## src/rtl/stack_mem_ctrl_if.sv

```systemverilog
// Request, response and word-memory signals of the stack/memory sequencer.
interface stack_mem_ctrl_if #(
    parameter int DATA_W = 16,
    parameter int ADDR_W = 16
);
    logic              req_valid;
    logic              req_ready;
    logic [1:0]        req_op;
    logic [ADDR_W-1:0] req_addr;
    logic [DATA_W-1:0] req_data;

    logic [ADDR_W-1:0] mem_addr;
    logic [DATA_W-1:0] mem_wdata;
    logic              mem_write;
    logic [DATA_W-1:0] mem_rdata;

    logic              rsp_valid;
    logic [DATA_W-1:0] rsp_data;
    logic              rsp_err;

    // Requester / memory side
    modport master (
        output req_valid, req_op, req_addr, req_data, mem_rdata,
        input  req_ready, mem_addr, mem_wdata, mem_write, rsp_valid, rsp_data, rsp_err
    );

    // Controller side
    modport slave (
        input  req_valid, req_op, req_addr, req_data, mem_rdata,
        output req_ready, mem_addr, mem_wdata, mem_write, rsp_valid, rsp_data, rsp_err
    );
endinterface

```

## src/rtl/stack_mem_ctrl.sv

```systemverilog
// Memory-stage sequencer: load/store/push/pop, owns the stack pointer,
// one response per accepted request.
module stack_mem_ctrl #(
    parameter int                DATA_W   = 16,
    parameter int                ADDR_W   = 16,
    parameter logic [ADDR_W-1:0] SP_RESET = 16'hFFFE,
    parameter logic [ADDR_W-1:0] SP_LIMIT = 16'h8000,
    parameter int                READ_LAT = 1
) (
    input  logic                clock,
    input  logic                reset_n,
    stack_mem_ctrl_if.slave     bus,
    input  logic                sp_we,
    input  logic [ADDR_W-1:0]   sp_wdata,
    input  logic                fault_clr,
    output logic [ADDR_W-1:0]   sp,
    output logic                stack_fault
);
    typedef enum logic [1:0] {IDLE, WR, RD, RESP} state_e;
    typedef enum logic [1:0] {OP_LOAD, OP_STORE, OP_PUSH, OP_POP} op_e;

    localparam logic [ADDR_W-1:0] ALIGN_MASK = ~ADDR_W'(1);
    localparam logic [ADDR_W-1:0] TWO        = ADDR_W'(2);

    state_e            state, state_d;
    op_e               op_q, req_op;
    logic [ADDR_W-1:0] addr_q, sp_q, sp_m2;
    logic [DATA_W-1:0] data_q, rsp_data_q;
    logic [1:0]        cnt_q;
    logic              fault_q, fault_flag_q;
    logic              ready, accept, req_fault;

    assign req_op = op_e'(bus.req_op);
    assign ready  = (state == IDLE) && !sp_we;
    assign accept = bus.req_valid && ready;
    assign sp_m2  = sp_q - TWO;

    // Stack bounds check for the request being offered this cycle
    always_comb begin
        req_fault = 1'b0;
        if (req_op == OP_PUSH)
            req_fault = (sp_q < TWO) || (sp_m2 < SP_LIMIT);
        else if (req_op == OP_POP)
            req_fault = (sp_q >= SP_RESET);
    end

    // Next-state logic
    always_comb begin
        state_d = state;
        unique case (state)
            IDLE: begin
                if (accept) begin
                    if (req_fault)
                        state_d = RESP;
                    else if (req_op == OP_STORE || req_op == OP_PUSH)
                        state_d = WR;
                    else
                        state_d = RD;
                end
            end
            WR:   state_d = RESP;
            RD:   if (cnt_q == 2'd0) state_d = RESP;
            RESP: state_d = IDLE;
            default: state_d = IDLE;
        endcase
    end

    // State register
    always_ff @(posedge clock or negedge reset_n) begin
        if (!reset_n) state <= IDLE;
        else          state <= state_d;
    end

    // Request capture, stack pointer, read counter and response data
    always_ff @(posedge clock or negedge reset_n) begin
        if (!reset_n) begin
            op_q       <= OP_LOAD;
            addr_q     <= '0;
            data_q     <= '0;
            cnt_q      <= '0;
            fault_q    <= 1'b0;
            sp_q       <= SP_RESET;
            rsp_data_q <= '0;
        end else begin
            unique case (state)
                IDLE: begin
                    if (accept) begin
                        op_q    <= req_op;
                        data_q  <= bus.req_data;
                        fault_q <= req_fault;
                        cnt_q   <= 2'(READ_LAT);
                        unique case (req_op)
                            OP_PUSH: addr_q <= sp_m2 & ALIGN_MASK;
                            OP_POP:  addr_q <= sp_q & ALIGN_MASK;
                            default: addr_q <= bus.req_addr & ALIGN_MASK;
                        endcase
                        if (req_fault)
                            rsp_data_q <= '0;
                    end else if (sp_we) begin
                        sp_q <= sp_wdata & ALIGN_MASK;
                    end
                end
                WR: begin
                    rsp_data_q <= '0;
                    // addr_q already holds sp-2 for a push
                    if (op_q == OP_PUSH)
                        sp_q <= addr_q;
                end
                RD: begin
                    if (cnt_q == 2'd0) begin
                        rsp_data_q <= bus.mem_rdata;
                        if (op_q == OP_POP)
                            sp_q <= sp_q + TWO;
                    end else begin
                        cnt_q <= cnt_q - 2'd1;
                    end
                end
                default: ;
            endcase
        end
    end

    // Sticky fault flag; a new fault beats a simultaneous clear
    always_ff @(posedge clock or negedge reset_n) begin
        if (!reset_n)
            fault_flag_q <= 1'b0;
        else if (accept && req_fault)
            fault_flag_q <= 1'b1;
        else if (fault_clr)
            fault_flag_q <= 1'b0;
    end

    assign bus.req_ready = ready;
    assign bus.mem_write = (state == WR);
    assign bus.mem_addr  = (state == WR || state == RD) ? addr_q : '0;
    assign bus.mem_wdata = (state == WR) ? data_q : '0;
    assign bus.rsp_valid = (state == RESP);
    assign bus.rsp_err   = (state == RESP) && fault_q;
    assign bus.rsp_data  = rsp_data_q;
    assign sp            = sp_q;
    assign stack_fault   = fault_flag_q;
endmodule

```

## src/flat_wrapper.sv

```systemverilog
// flat-port wrapper written by rule: the top's interface ports become plain ports
module stack_mem_ctrl_flat 
#(
    parameter int                DATA_W   = 16,
    parameter int                ADDR_W   = 16,
    parameter logic [ADDR_W-1:0] SP_RESET = 16'hFFFE,
    parameter logic [ADDR_W-1:0] SP_LIMIT = 16'h8000,
    parameter int                READ_LAT = 1
)
  (clock, reset_n, sp_we, sp_wdata, fault_clr, sp, stack_fault, bus_req_valid, bus_req_op, bus_req_addr, bus_req_data, bus_mem_rdata, bus_req_ready, bus_mem_addr, bus_mem_wdata, bus_mem_write, bus_rsp_valid, bus_rsp_data, bus_rsp_err);
  stack_mem_ctrl_if #(.DATA_W(DATA_W), .ADDR_W(ADDR_W)) bus_i ();
  input  logic clock;
  input  logic reset_n;
  input  logic sp_we;
  input  logic [ADDR_W-1:0] sp_wdata;
  input  logic fault_clr;
  output logic [ADDR_W-1:0] sp;
  output logic stack_fault;
  input wire logic [$bits(bus_i.req_valid)-1:0] bus_req_valid;
  input wire logic [$bits(bus_i.req_op)-1:0] bus_req_op;
  input wire logic [$bits(bus_i.req_addr)-1:0] bus_req_addr;
  input wire logic [$bits(bus_i.req_data)-1:0] bus_req_data;
  input wire logic [$bits(bus_i.mem_rdata)-1:0] bus_mem_rdata;
  output wire logic [$bits(bus_i.req_ready)-1:0] bus_req_ready;
  output wire logic [$bits(bus_i.mem_addr)-1:0] bus_mem_addr;
  output wire logic [$bits(bus_i.mem_wdata)-1:0] bus_mem_wdata;
  output wire logic [$bits(bus_i.mem_write)-1:0] bus_mem_write;
  output wire logic [$bits(bus_i.rsp_valid)-1:0] bus_rsp_valid;
  output wire logic [$bits(bus_i.rsp_data)-1:0] bus_rsp_data;
  output wire logic [$bits(bus_i.rsp_err)-1:0] bus_rsp_err;
  assign bus_i.req_valid = bus_req_valid;
  assign bus_i.req_op = bus_req_op;
  assign bus_i.req_addr = bus_req_addr;
  assign bus_i.req_data = bus_req_data;
  assign bus_i.mem_rdata = bus_mem_rdata;
  assign bus_req_ready = bus_i.req_ready;
  assign bus_mem_addr = bus_i.mem_addr;
  assign bus_mem_wdata = bus_i.mem_wdata;
  assign bus_mem_write = bus_i.mem_write;
  assign bus_rsp_valid = bus_i.rsp_valid;
  assign bus_rsp_data = bus_i.rsp_data;
  assign bus_rsp_err = bus_i.rsp_err;
  stack_mem_ctrl #(.DATA_W(DATA_W), .ADDR_W(ADDR_W), .SP_RESET(SP_RESET), .SP_LIMIT(SP_LIMIT), .READ_LAT(READ_LAT)) u_core (.clock(clock), .reset_n(reset_n), .bus(bus_i), .sp_we(sp_we), .sp_wdata(sp_wdata), .fault_clr(fault_clr), .sp(sp), .stack_fault(stack_fault));
endmodule
```

## config.mk

```make
export PLATFORM = sky130hd
export DESIGN_NAME = stack_mem_ctrl_flat
export DESIGN_NICKNAME = d
export VERILOG_FILES = /design/src/rtl/stack_mem_ctrl_if.sv /design/src/rtl/stack_mem_ctrl.sv /design/src/flat_wrapper.sv
export SDC_FILE = /design/constraint.sdc
export NUM_CORES = 1
export LEC_CHECK = 0
export CORE_MARGIN = 1.5
export CORE_UTILIZATION = 47
export CTS_BUF_LIST = sky130_fd_sc_hd__clkbuf_16
export CTS_CLUSTER_DIAMETER = 50
export DETAILED_ROUTE_END_ITERATION = 10
export PLACE_DENSITY = 0.85
export SYNTH_ARGS = -nofsm -noshare
export SYNTH_HDL_FRONTEND = slang
export SYNTH_SLANG_ARGS = --single-unit
```

## constraint.sdc

```tcl
create_clock -name clock -period 2.4 [get_ports clock]
set_input_delay 0.36 -clock clock [delete_from_list [all_inputs] [get_ports clock]]
set_output_delay 0.36 -clock clock [all_outputs]
set_load 0.02 [all_outputs]
```

==> results of run 1 <==
-- registers in the layout, summed over array words and instances, names as in the netlist --
name and flops:
u_core.addr_q 15, u_core.bus.rsp_data 16, u_core.cnt_q 2, u_core.data_q 16, u_core.fault_q 1, u_core.op_q 2, u_core.sp 15, u_core.stack_fault 1
u_core.state 2
-- power groups by stage --
stage               Sequential (mW)  Clock [mW]  Combinational [mW]
CTS                            2.28        1.24                4.39
global placement               2.25           0                4.34
floorplan                      2.23           0                2.93
detailed placement             2.29           0                4.49
global route                   2.36        1.30                4.73
finish                         2.30        1.22                4.42
-- timing repair --
action,in CTS,in global routing
buffers inserted,0,1
setup endpoints to repair,32,18
resized for setup,29,6
-- synthesized netlist by cell type, drive strengths merged (3+ instances only) --
master	n
nor2	28
a222oi	6
inv	31
ha	10
nand4	5
o31ai	5
dfrtp	55
xnor2	7
a22o	8
and3	3
a221oi	8
nor4	3
and2	34
a31oi	7
clkbuf	21
nand4b	3
buf	18
dfstp	15
nand3	12
a21o	3
mux2i	16
nor3	14
o21ai	44
a21oi	17
mux2	18
nand2	43
nor2b	3
o22ai	3
-- stage by stage --
step | worst slack [ns] | TNS (ns)
finish | 0.0478 | 0
global route | 0.00673 | 0
CTS | -0.00343 | -0.00720
detailed placement | -0.170 | -1.75
global placement | -0.0612 | -0.253
floorplan | 0.107 | 0
-- routing by layer --
metal	wire [µm]	vias up	global-route usage [%]
met3	946	46	5.20
met2	6360	230	43.2
met1	5020	1974	32.0
met4	493	0	14.3
met5	0	-	0
li1	-	1885	-
-- critical path: cells and delay by family --
family          cells  cell delay, ns
buf+inv             2            0.56
compound gates      3            0.51
simple gates        1            0.95
fa+ha+maj           1            0.21
-- layout make-up --
class / instances / share of cell area (%)
sequential: 70 / 29.4
clock buffer: 9 / 3.74
timing repair buffer: 153 / 25.4
tap: 108 / 2.25
inverter: 31 / 1.93
multi-input combinational: 326 / 36.5
clock inverter: 7 / 0.811
-- cells by family (layout without fill, tap and decap cells) --
group                      Yosys count  in the layout  share of synthesized area [%]
xor gates and xnor gates             7              7                           1.41
and+or+nand+nor                    154            154                           19.2
muxes                               34             34                           8.35
adders and majority gates           10             10                           2.88
other                                1              2                         0.0863
buffers and inverters               71            200                           9.01
AOI/OAI and AO/OA                  119            119                           18.3
DFF                                 70             70                           40.8
-- path summary, 6_finish.rpt --
kind	from	to	slack, ns	depth (start not counted)
setup / recovery	bus_req_op[0]	u_core.addr_q[12]	0.05	7
hold / removal	reset_n	u_core.addr_q[9]	0.002	1
setup reg to reg	u_core.sp[1]	u_core.bus.rsp_data[10]	0.18	8
hold reg to reg	u_core.fault_q	u_core.fault_q	0.48	2
max in group asynchronous	reset_n	u_core.sp[2]	1.69	2
min in group clock	u_core.fault_q	u_core.fault_q	0.48	2
-- cells in the final DEF, fill, tap and decap left out, drive strengths merged, types with 9 or more instances in the layout --
cell,instances
nand2,43
nor3,14
clkbuf,9
mux2i,16
clkdlybuf4s50,102
nand3,12
and2,34
ha,10
a21oi,17
o21ai,44
dfrtp,55
dfstp,15
dlygate4sd2,26
inv,33
mux2,18
buf,19
nor2,28
==> reports/metrics.yaml, run 1 <==
antenna_left: 0
max_freq_ghz: 0.425
dpl-instance-area_um2: 5750
core_area_um2: 8850
multiInputGateArea_um2: 2200
cts_root_buf: "clkbuf_16"
die_w_um: 99.1
seqPwrFrac_pct: 28.9
yosysTopAreaCellShare_pct: 31.7
hold_viol: 0
placed_cells: 687
internal_power_mw: 4.41
drc: 0
finalPower_mw: 7.94
clk_latency_ns: 0.33
crit_path_end_kind: "flip-flop"
port_buffers: 135
vias_per_cell: 5.87
place_congestion: 0.884
syn_to_final_growth_pct: 38.5
dominantRegCellSynth: "dfrtp_1"
crit_arrival_ns: 2.59
n_fill_cell: 688
status: "finished, final reports clean"
antenna_cells: 0
yosysUniqueCellTypes: 57
num_io_pins: 140
drv_slew: 0
antenna_found_initial: 0
cts_tree: "yes"
cts_buffers: 9
hpwlAfterDp_mm: 8.90
regArea_um2: 1770
drt_iter0_markers: 314
grt_pass1_wl_mm: 20.1
die_area_um2: 9830
hp-class: "in2async"
std_cell_rows: 34
seq_area_frac_synth_pct: 40.8
synth_top_area_cell: "dfrtp_1"
vias: 4135
instances_no_fill: 704
grt_overflow: 0
slew_headroom_pct: 16.6
cap_violations: 0
grt_max_degree: 51
cts_max_path_buffers: 2
async_flop_share_pct: 100
cp-start-kind: "input pin"
crit_chain: "clkdlybuf4s50_1 > inv_1 > ha_1 > nor2_1 > a22o_1 > a21oi_1 > o21ai_0"
first_pass_iters: 6
routed_wl_mm: 12.8
start_util_pct: 49.1
synth_edf_count: 0
fin_hold_ws_ns: 0.00210
ys_ff_latch: 70
fin_crit_sh_pct: 98.0
crit_type: "in2reg"
cpPeakStageDelay_ns: 0.95
syn_area_um2: 4340
grt_pass1_vias: 4116
power.share.clock_pct: 15.4
crit_slowest_cell: "nor2_1"
fin_util_pct: 68.0
combPwrFrac_pct: 55.7
die_height_um: 99.1
synth_area_leaders: "dfrtp_1 32%, dfstp_2 9.1%, o21ai_0 5.1%"
finalSetupViolCount: 0
htreeDepth: 3
final_area_um2: 6020
wire_per_inst_um: 18.2
nets: 672
p_leak_nw: 2.70
ys_warn_count: 0
skew_ns: 0.00610
cp_max_fo: 15
fin_crit_ns: 2.35
cts.sinks: 70
p_sw_share_pct: 44.4
avgSynthCellArea_um2: 9.32
layout-drive-gt1-share_pct: 13.9
worstMarginPinSlew_ns: 1.25
syn_inst: 466
critPathRequiredTime_ns: 2.64
powerDensity_nw_per_um2: 1320
clkTransAtPathRegs_ns: 0.06
vdd_drop_max_mv: 0.646
p_switching_mw: 3.53
cts_hold_buf: 0
grt_usage_pct: 26.0
rsz0062_at_grt: "false"
Note: power is estimated with default switching activity, not from simulation.
==> run 2: changes to the inputs <==
- SKIP_LAST_GASP: unset -> 1
- SLEW_MARGIN: unset -> 15
==> results of run 2 <==
The final DEF is identical to that of run 1; final timing and power are the same.
Main changes from that run: number of gates resized after CTS 29 -> 28
==> run 3: changes to the inputs <==
- SKIP_CTS_REPAIR_TIMING: unset -> 1
==> run 3 against run 2 <==
- the run now ends with setup timing left
- total power grew 1.4%
- maximum frequency shrank 5.6%
- global-route usage is essentially flat
- first-iteration DRC count grew 8.6%
- clock skew is essentially flat
- die area is the same
- critical path type is now reg2out
==> reports/metrics.yaml, run 3 (synthesis results as in run 1) <==
grt_usage_pct: 26.0
cap_violations: 0
drv_slew: 0
drc: 0
cts_root_buf: "clkbuf_16"
syn_to_final_growth_pct: 39.7
cpPeakStageDelay_ns: 0.62
rsz0062_at_grt: "true"
vias_per_cell: 5.92
wire_per_inst_um: 18.3
worstMarginPinSlew_ns: 1.23
cts.sinks: 70
hp-class: "in2async"
n_fill_cell: 681
die_w_um: 99.1
grt_pass1_wl_mm: 20.1
setup_ws_ns: -0.0925
dpl-instance-area_um2: 5750
crit_type: "reg2out"
clkTransAtPathRegs_ns: 0.06
finalPower_mw: 8.06
p_leak_nw: 2.74
grt_overflow: 0
antenna_cells: 0
crit_path_end_kind: "output pin"
drt_iter0_markers: 341
nets: 672
antenna_left: 0
placed_cells: 687
slew_headroom_pct: 17.5
cp_max_fo: 21
hpwlAfterDp_mm: 8.90
status: "finished, violations left"
crit_slowest_cell: "clkdlybuf4s50_1"
routed_wl_mm: 12.9
fin_hold_ws_ns: 0.00449
instances_no_fill: 704
violations: "setup timing"
final_common_cell: "clkdlybuf4s50_1"
crit_chain: "inv_1 > ha_1 > buf_12 > and2_1 > clkdlybuf4s50_1"
first_pass_iters: 5
hold_viol: 0
vias: 4168
crit_arrival_ns: 2.13
layout-drive-gt1-share_pct: 13.6
clk_latency_ns: 0.33
die_area_um2: 9830
std_cell_rows: 34
cts_buffers: 9
grt_pass1_vias: 4104
place_congestion: 0.884
start_util_pct: 49.1
fin_crit_ns: 2.49
final_area_um2: 6070
grt_max_degree: 51
die_height_um: 99.1
max_freq_ghz: 0.401
core_area_um2: 8850
cp-start-kind: "flip-flop"
htreeDepth: 3
cts_tree: "yes"
finalSetupViolCount: 17
vdd_drop_max_mv: 0.667
port_buffers: 135
reg2reg_from: "u_core.sp[1]"
critPathRequiredTime_ns: 2.04
cts_max_path_buffers: 2
fin_util_pct: 68.6
powerDensity_nw_per_um2: 1330
skew_ns: 0.00656
fin_crit_sh_pct: 104
antenna_found_initial: 0
num_io_pins: 140
layout_common_cells: "119 x clkdlybuf4s50_1, 55 x dfrtp_1, 43 x o21ai_0, 42 x nand2_1, 33 x and2_1"
crit_path_start: "u_core.state[1]"
[run 3: worst paths after layout]
check	to	cells after the start	slack (ns)
worst max-delay path	bus_mem_wdata[15]	5	-0.09
worst max register to register	u_core.bus.rsp_data[10]	8	0.20
min in group clock	u_core.fault_q	2	0.48
max in group asynchronous	u_core.sp[5]	2	1.68
worst min-delay path	u_core.addr_q[9]	1	0.004
worst min register to register	u_core.fault_q	2	0.48
[run 3: per-stage QoR]
| stage | setup slack (ns) | setup TNS [ns] |
|---|---|---|
| floorplan | 0.107 | 0 |
| global placement | -0.0612 | -0.253 |
| detailed placement | -0.170 | -1.75 |
| CTS | -0.119 | -2.04 |
| global route | -0.188 | -2.29 |
| finish | -0.0925 | -1.19 |
[run 3: worst max-delay path: cells and delay by family (launching register included)]
| kind | cells | cell delay [ns] |
|---|---|---|
| fa+ha+maj | 1 | 0.31 |
| buf+inv | 3 | 0.92 |
| flops | 1 | 0.42 |
| simple gates | 1 | 0.13 |
[run 3: power by group]
part           total, mW  switching [mW]  internal [mW]
Clock               1.23           0.527          0.700
Sequential          2.30           0.538           1.76
Combinational       4.53            2.47           2.06
Total               8.06            3.53           4.52
[run 3: routing by layer]
metal	vias to the layer above	track usage, %	part of all wire (%)
met5	-	0	0
met4	0	14.3	4.0
met3	52	5.13	7.2
met2	226	43.2	50
met1	2004	32.0	39
li1	1886	-	-
[run 3: final cells by class]
type | count | area, µm² | share of cell area [%]
clock buffers | 9 | 225 | 3.71
clock inverters | 7 | 48.8 | 0.804
inverters | 31 | 116 | 1.92
multi-input cells | 326 | 2190 | 36.1
flip-flops and latches | 70 | 1770 | 29.2
well taps | 108 | 135 | 2.23
repair buffers | 153 | 1580 | 26.1
